--- config.mk ---
export PLATFORM = sky130hd
export DESIGN_NAME = pll_cen_sequencer
export DESIGN_NICKNAME = d
export VERILOG_FILES = /design/src/rtl/pll_cen_sequencer.sv
export SDC_FILE = /design/constraint.sdc
export NUM_CORES = 1
export LEC_CHECK = 0
export ABC_AREA = 1
export BUFFER_PORTS_ARGS = -buffer_cell sky130_fd_sc_hd__buf_2
export CORE_AREA = 10 10 169 171
export DETAILED_ROUTE_END_ITERATION = 8
export DIE_AREA = 0 0 179 181
export GPL_ROUTABILITY_DRIVEN = 0
export GPL_TIMING_DRIVEN = 1
export PLACE_DENSITY = 0.89
export SLEW_MARGIN = 20
export SYNTH_ARGS = -nofsm -noshare
export SYNTH_HDL_FRONTEND = slang
export SYNTH_SLANG_ARGS = --single-unit
--- constraint.sdc ---
create_clock -name clk -period 6.4 [get_ports clk]
set_input_delay 0.64 -clock clk [delete_from_list [all_inputs] [get_ports clk]]
set_output_delay 0.64 -clock clk [all_outputs]
set_load 0.005 [all_outputs]
--- src/rtl/pll_cen_sequencer.sv ---
// pll_cen_sequencer
//   Lock-qualified reset sequencer plus a bank of NCO clock-enable generators.
//   The PLL lock input is synchronised, must stay high for LOCK_STABLE+1
//   consecutive samples, and only then is the core reset released. While the
//   sequencer is running, each channel adds its increment to a phase
//   accumulator every clk and emits a one-cycle strobe on accumulator carry.
//
// Ports
//   clk        system clock (PLL output)
//   reset      asynchronous, active-high reset
//   pll_locked PLL lock indication, asynchronous to clk
//   inc_we     increment write strobe
//   inc_sel    channel index for the increment write
//   inc_data   new increment value
//   rst_out    synchronous reset to the core, active high
//   running    high while the sequencer is in RUN
//   cen        per-channel clock-enable strobes, one clk wide
module pll_cen_sequencer #(
  parameter int NUM_CH      = 4,
  parameter int ACC_W       = 24,
  parameter int LOCK_STABLE = 1024,
  parameter logic [NUM_CH*ACC_W-1:0] INIT_INC = '0,
  localparam int SEL_W = (NUM_CH > 1) ? $clog2(NUM_CH) : 1
) (
  input  logic              clk,
  input  logic              reset,
  input  logic              pll_locked,
  input  logic              inc_we,
  input  logic [SEL_W-1:0]  inc_sel,
  input  logic [ACC_W-1:0]  inc_data,
  output logic              rst_out,
  output logic              running,
  output logic [NUM_CH-1:0] cen
);

  localparam int CNT_W = $clog2(LOCK_STABLE + 1);
  localparam logic [CNT_W-1:0] CNT_MAX  = CNT_W'(LOCK_STABLE);
  localparam logic [SEL_W:0]   NUM_CH_L = (SEL_W + 1)'(NUM_CH);

  typedef enum logic [1:0] {
    ST_LOST,
    ST_SETTLE,
    ST_RUN
  } state_t;

  state_t           state, state_nxt;
  logic [CNT_W-1:0] cnt, cnt_nxt;
  logic             lock_s1, lock_s2;
  logic             run_nxt;
  logic [ACC_W-1:0] acc [NUM_CH];
  logic [ACC_W-1:0] inc [NUM_CH];

  // Two-flop synchroniser for the asynchronous lock input; only the second
  // stage is allowed to influence the state machine.
  always_ff @(posedge clk or posedge reset) begin
    if (reset) begin
      lock_s1 <= 1'b0;
      lock_s2 <= 1'b0;
    end else begin
      lock_s1 <= pll_locked;
      lock_s2 <= lock_s1;
    end
  end

  // Lock qualification: the counter is loaded with 1 on the first high
  // sample, so reaching LOCK_STABLE means LOCK_STABLE+1 good samples have
  // been seen. Any low sample drops straight back to LOST.
  always_comb begin
    state_nxt = state;
    cnt_nxt   = cnt;
    case (state)
      ST_LOST: begin
        if (lock_s2) begin
          state_nxt = ST_SETTLE;
          cnt_nxt   = CNT_W'(1);
        end
      end
      ST_SETTLE: begin
        if (!lock_s2) begin
          state_nxt = ST_LOST;
          cnt_nxt   = '0;
        end else if (cnt == CNT_MAX) begin
          state_nxt = ST_RUN;
        end else begin
          cnt_nxt = cnt + 1'b1;
        end
      end
      ST_RUN: begin
        if (!lock_s2) begin
          state_nxt = ST_LOST;
          cnt_nxt   = '0;
        end
      end
      default: begin
        state_nxt = ST_LOST;
        cnt_nxt   = '0;
      end
    endcase
  end

  assign run_nxt = (state_nxt == ST_RUN);

  // State register; rst_out and running are registered from the next state
  // so they always agree with the state held in the register.
  always_ff @(posedge clk or posedge reset) begin
    if (reset) begin
      state   <= ST_LOST;
      cnt     <= '0;
      rst_out <= 1'b1;
      running <= 1'b0;
    end else begin
      state   <= state_nxt;
      cnt     <= cnt_nxt;
      rst_out <= !run_nxt;
      running <= run_nxt;
    end
  end

  // Phase accumulators advance on every edge that lands in RUN (including the
  // entry edge) and are cleared on the edge that leaves RUN, so all channels
  // start phase-aligned each time the sequencer re-enters RUN.
  always_ff @(posedge clk or posedge reset) begin
    if (reset) begin
      for (int i = 0; i < NUM_CH; i++) acc[i] <= '0;
      cen <= '0;
    end else if (run_nxt) begin
      for (int i = 0; i < NUM_CH; i++)
        {cen[i], acc[i]} <= {1'b0, acc[i]} + {1'b0, inc[i]};
    end else begin
      for (int i = 0; i < NUM_CH; i++) acc[i] <= '0;
      cen <= '0;
    end
  end

  // Increment registers: writable in any state, out-of-range indices are
  // dropped, and the accumulators are never disturbed by a write.
  always_ff @(posedge clk or posedge reset) begin
    if (reset) begin
      for (int i = 0; i < NUM_CH; i++) inc[i] <= INIT_INC[i*ACC_W +: ACC_W];
    end else if (inc_we && ({1'b0, inc_sel} < NUM_CH_L)) begin
      inc[inc_sel] <= inc_data;
    end
  end

endmodule

Word-level counts from Yosys, hierarchy flattened
Cells that the tools add are included.
{"block": "totals", "word_cells": 49, "romBits": 0, "ram_bits": 0, "n_memories": 0, "in_bits": 30, "register_bits": 213, "latch_bits": 0}
{"block": "op_classes", "shifts": 0, "div": 0, "n_mul": 0, "eq_ne": 7, "reduce_logical": 4, "muxes": 15, "bitwise": 1, "n_addsub": 5, "magnitude_cmp": 2}
{"op": "24-bit by 24-bit adder with 25-bit output", "count": 4}
{"op": "96-bit bitwise mux", "count": 1}
{"op": "96-bit 2-to-1 mux", "count": 1}
{"op": "24-bit demux with 2-bit select", "count": 1}
{"op": "11-bit 2-to-1 mux", "count": 4}
{"op": "11-bit case mux with 3 select lines", "count": 1}
{"op": "24-bit 2-to-1 mux", "count": 1}
{"op": "11-bit by 1-bit adder with 11-bit output, second input constant", "count": 1}
{"op": "11-bit == test, second input constant", "count": 1}
{"op": "2-bit 2-to-1 mux", "count": 4}
{"op": "2-bit case mux with 3 select lines", "count": 1}
{"op": "2-bit == test, second input constant", "count": 2}
{"op": "4-bit 2-to-1 mux", "count": 1}
{"op": "2-bit inequality test, second input constant", "count": 2}
{"op": "3-bit greater-or-equal comparator, second input constant", "count": 1}
{"op": "3-bit by 1-bit < comparator with 1-bit output, second input constant", "count": 1}
{"op": "3-bit inequality test, second input constant", "count": 1}
{"op": "2-bit inverter with 3-bit output", "count": 1}
{"op": "3-bit AND reduction", "count": 1}
{"op": "2-bit by 1-bit == test with 1-bit output, second input constant", "count": 1}
{"op": "2-bit logical NOT", "count": 1}
{"op": "1-bit logical AND", "count": 1}
{"op": "1-bit logical NOT", "count": 1}

Logic depth before layout (Yosys ltp)
{"block": "depth", "ltp_word": 6, "mapped_depth": 14, "mapped_depth_nobuf": 14}

Worst setup path after synthesis
No wires, ideal clock.
{"block": "synth_path", "kind": "register to register", "from": "reg inc[48] (netlist bit)", "to": "reg acc[60] (netlist bit)", "arrival_time_ns": 1.670, "required_ns": 6.283, "path_stages_with_launch": 14, "period_less_slack_ns": 1.787, "slack_ns": 4.613, "path_cell_list": "dfrtp_1 > ha_1 > inv_1 > fa_1 > inv_1 > nand3_1 > nand3_1 > nand2_1 > nand3_1 > nand2_1 > nand2_1 > nand2_1 > nand2_1 > nor2_1"}
{"block": "synth_via", "elab_chain_cells": 2}
{"element": "start, declared", "line": "51", "rtl": "logic [ACC_W-1:0] inc [NUM_CH];"}
{"element": "start signal, assigned by index", "line": "141", "rtl": "inc[inc_sel] <= inc_data;"}
{"element": "24-bit by 24-bit adder with 25-bit output", "line": "128", "rtl": "{cen[i], acc[i]} <= {1'b0, acc[i]} + {1'b0, inc[i]};"}
{"element": "96-bit 2-to-1 mux", "line": "126", "rtl": "end else if (run_nxt) begin"}
{"element": "end signal, assigned by index", "line": "128"}
{"element": "end, declared", "line": "50", "rtl": "logic [ACC_W-1:0] acc [NUM_CH];"}
Every way passes these cells.
A chain may end at the register's enable or synchronous reset.

Worst setup path after layout
{"block": "layout_path", "from": "reg cnt[0]", "to": "reg cnt[2]"}
{"block": "layout_via", "elab_chain_cells": 4, "elab_cells_between_ends": 7}
{"element": "start, declared", "line": "47", "rtl": "logic [CNT_W-1:0] cnt, cnt_nxt;"}
{"element": "start signal, assigned", "line": "113", "rtl": "cnt <= cnt_nxt;"}
{"element": "11-bit by 1-bit adder with 11-bit output", "line": "85", "rtl": "cnt_nxt = cnt + 1'b1;"}
{"element": "11-bit 2-to-1 mux", "line": "82", "rtl": "end else if (cnt == CNT_MAX) begin"}
{"element": "11-bit 2-to-1 mux", "line": "79", "rtl": "if (!lock_s2) begin"}
{"element": "11-bit case mux with 3 select lines", "line": "71", "rtl": "case (state)"}
Several ways; a longest one is shown, not always the timed one. The select of a mux whose other input is x is not followed.

==> run summary <==
The arrival time at the worst endpoint is ~3300 ps. The count of nets after finishing is 2315. Once layout is complete, the utilization of the core stands at between 60 and 70%.

The number of different library cells in the post-synthesis netlist came out at 31. The count of endpoints failing setup in the final report came out at 0. The later-pin clock latency in the skew report came out at 520 ps. The die extent in x is 179 um. After global routing the overflow that remains totals 0. The number of enable flip-flop cells after synthesis is 0. The number of DRC markers in iteration 0 came out at 1511. The multi-input combinational cells in the finished layout cover a total of 7272 um^2. The flow ran to the end, and the final reports show no timing, DRC or antenna violations. The post-CTS repair timing setup buffer count came out at 0. The via count of the first global-routing pass is 13700. The period utilization came out at 44.16%. The analysis attributes to cell leakage a power of 9.037 nW. Yosys attributes the largest share of cell area to sky130_fd_sc_hd__dfrtp_1, sky130_fd_sc_hd__nand2_1, sky130_fd_sc_hd__inv_1, sky130_fd_sc_hd__ha_1, sky130_fd_sc_hd__nor2_1.

The synthesized design spends more area on one cell type than any other, namely sky130_fd_sc_hd__dfrtp_1. Power comes to 0.003497 W. The transition at the pin with the smallest max-transition slack came out at 987.3 ps. The residual antenna-violating net count after detailed routing is 0. After synthesis the netlist holds a flip-flop and latch count of approximately 210. The library cell used most frequently in the layout, excluding fill and tap cells, is sky130_fd_sc_hd__nand2_1.

Once the floorplan was initialized, standard cells occupied 57.12% of the core. The power per standard cell area came out at 224.8 nW/um^2. The die is between 150 and 200 um tall. The routed length per placed instance came out at around 15 um. The clock arrives with 8.394 ps of skew. The worst hold path belongs to the class input pin to flop. Buffers inserted to repair hold after CTS numbered 0. Clock tree synthesis inserted a total of 24 buffers. The antenna cell count came out at 0. The TritonCTS sink count is 213. The sequential cell area fraction in the yosys report is 37.28%. The first global-routing pass estimated 63570 um of wire. The commonest register cell after synthesis is sky130_fd_sc_hd__dfrtp_1.

Counting cells, the worst reg-to-reg path comes to 10. The slack of the worst reg-to-reg path is 3570 ps. The clock tree from TritonCTS is built. The worst setup path is launched from a flop. The required time of the critical path is 6840 ps. The net count of the mapped netlist came out at 2281. The floorplan row count is 58.

The worst hold path begins at pll_locked. The synthesized instance count is 2149. The maximum count of clock buffers along a single path is 3.

The critical-path cell with the highest stage delay is sky130_fd_sc_hd__nand2_4. The async set-or-reset flop fraction in the synthesized netlist is between 90% and 100%. Along the worst path, the maximum fanout reaches 78. During synthesis, Yosys emitted a total of 0 warnings. The library cells used most frequently in the layout, excluding fill and tap cells, are sky130_fd_sc_hd__nand2_1, sky130_fd_sc_hd__inv_1, sky130_fd_sc_hd__nor2_1. The worst pin sits at a relative slew slack of 34.18%. The maximum clock frequency is 353.8 MHz. The kind of cell adding the most delay to the critical path is simple AND/OR/NAND/NOR gates.

The overall routing resource usage came out at roughly a quarter. The delay of the slowest cell on the worst path is roughly 720 ps. The sequential cell area came out at 5331 um^2. The number of port buffers is 35. The routed via count divided by cell count is 5.505.

The count of endpoints failing hold in the final timing report is 0. The minimum clock period after layout came out at 2826 ps. The standard cell core area is 25040 um^2.

STA classifies the critical path endpoint as a flop. The growth of design area from synthesis to finish came out at 8.785%. The maximum ir drop on the vdd rail came out at 0.1900 mV.

The cell depth of the worst setup path is 10. The number of iterations in the first detailed-routing pass came out at 8. Summed over all nets, the half-perimeter wirelength after detailed placement is ~27000 um. Wires add up to between 30000 and 40000 um.

The aggregate negative setup slack came out at 0 ps. The endpoint identified for the worst register-to-register timing path is cnt[2]. Summing over every cut layer, the via total after detailed routing is 13920. The summed area of non-filler cells in the final layout is 15560 um^2. The number of slew-limit violations in the final report came to 0. The setup path with the least slack is of type flop to flop. The total buffers and inverters traversed by the critical path came out at 2. The largest net degree at the start of global routing came out at ~170. The fraction of final layout cells sized beyond drive strength 1 came out at 4.138%. In this run the worst setup path terminates at cnt[2]. The cell area after synthesis is between 10000 and 15000 um^2. In this run the critical register-to-register path is launched from cnt[0].

After filler insertion, the fill cell instance count of the layout stands at 2126. The count of instances resized after the clock tree is built came out at 0. The number of instances in the placed design came out at between 2000 and 2500. The count of placed standard cells in the final layout, fillers left out came out at 2529. The total placed instance area is 14740 um^2. Clock-pin slew was measured on the worst setup and hold paths at about 60 ps. Walking the worst path, the cells encountered are inv_1 -> ha_1 -> nand3_1 -> nor2_2 -> nand3_2 -> nand2_4 -> inv_2 -> nand2_1 -> nand2_1 -> o21ai_0. The tool flagged a number of max-cap violations equal to 0. Setup repair after global routing left no endpoint under its margin.

In this run the mean area of a mapped cell was 6.654 um^2. The number of H-tree levels came out at 1. The area enclosed by the die boundary is 32400 um^2. In the routed design, unresolved DRC markers number 0. The beginning of the critical path is cnt[0]. The number of antenna violations at the first check in global routing is 2.

The number of primary I/O pins came out at 36. The area share of the leading cell type in the synthesized netlist came out at 37.10%. The cell repeated most along the worst path is sky130_fd_sc_hd__nand2_1. In this run the clock root is driven by a sky130_fd_sc_hd__clkbuf_16.
## area by class of cell
class,instances,share of cell area (%)
Multi-Input combinational cell,1507,46.75
Sequential cell,213,34.27
Inverter,397,9.603
Clock buffer,32,4.448
Tap cell,330,2.654
Timing Repair Buffer,40,1.448
Clock inverter,10,0.8284
## Yosys cell counts, types with 8 or more instances
library cell and count:
sky130_fd_sc_hd__ha_1 98, sky130_fd_sc_hd__buf_2 8, sky130_fd_sc_hd__nor3_1 16, sky130_fd_sc_hd__inv_1 392, sky130_fd_sc_hd__nand3_1 111, sky130_fd_sc_hd__xnor2_1 12
sky130_fd_sc_hd__a21oi_1 93, sky130_fd_sc_hd__nand2_1 759, sky130_fd_sc_hd__dfrtp_1 212, sky130_fd_sc_hd__nor2_1 218, sky130_fd_sc_hd__nand3b_1 8, sky130_fd_sc_hd__clkbuf_1 13
sky130_fd_sc_hd__o21ai_0 139, sky130_fd_sc_hd__nand4_1 30
## per-layer routing
| metal | vias up | GRT usage [%] | routed length, um |
|---|---|---|---|
| met3 | 145 | 3.795 | 3353 |
| met5 | - | 0 | 15 |
| met1 | 6446 | 28.86 | 15150 |
| met4 | 2 | 10.59 | 1810 |
| li1 | 6706 | - | - |
| met2 | 624 | 39.54 | 17840 |
## flip-flops by register name, indices dropped and copies added (netlist names)
name / cells
acc: 96
inc: 96
cnt: 11
cen: 4
state: 2
lock_s1: 1
lock_s2: 1
rst_out: 1
running: 1
## power breakdown
part / total [W] / internal, W / switching (W) / leakage, nW
Combinational: 0.000534 / 0.000171 / 0.000363 / 5.81
Clock: 0.00144 / 0.000877 / 0.000567 / 0.411
Sequential: 0.00152 / 0.00145 / 0.0000733 / 2.82
## how the worst min path moves through the flow
stage	slack [ps]	cells past startpoint	end
after global placement	340	0	lock_s2
after floorplan	330	0	lock_s2
after CTS	200	1	lock_s1
after global routing	210	1	lock_s1
final	220	1	lock_s1
after detailed placement	340	0	lock_s2
## worst register-to-register path, delay by kind of cell (launching register included)
family	cells	cell delay (ps)
simple gates	6	1430
buf+inv	2	650
fa+ha+maj	1	140
compound gates	1	80
flops	1	430
## per-stage QoR
| step | setup WS [ps] | hold WS [ps] |
|---|---|---|
| 2_1_floorplan | 2991 | 331.2 |
| 3_3_place_gp | 3701 | 338.8 |
| 3_5_place_dp | 3634 | 337.3 |
| 4_1_cts | 3611 | 205.0 |
| 5_1_grt | 3391 | 207.3 |
| 6_report | 3574 | 219.6 |
## cell families (layout without fill, tap and decap cells)
group | after synthesis | after routing | synth area share (%)
simple gates | 1154 | 1154 | 32.48
flops | 213 | 213 | 37.28
fa+ha+maj | 102 | 102 | 9.135
xor+xnor | 12 | 12 | 0.7350
compound gates | 239 | 239 | 8.505
buf+inv | 429 | 479 | 11.86
Power figures use the tool's default switching activity.
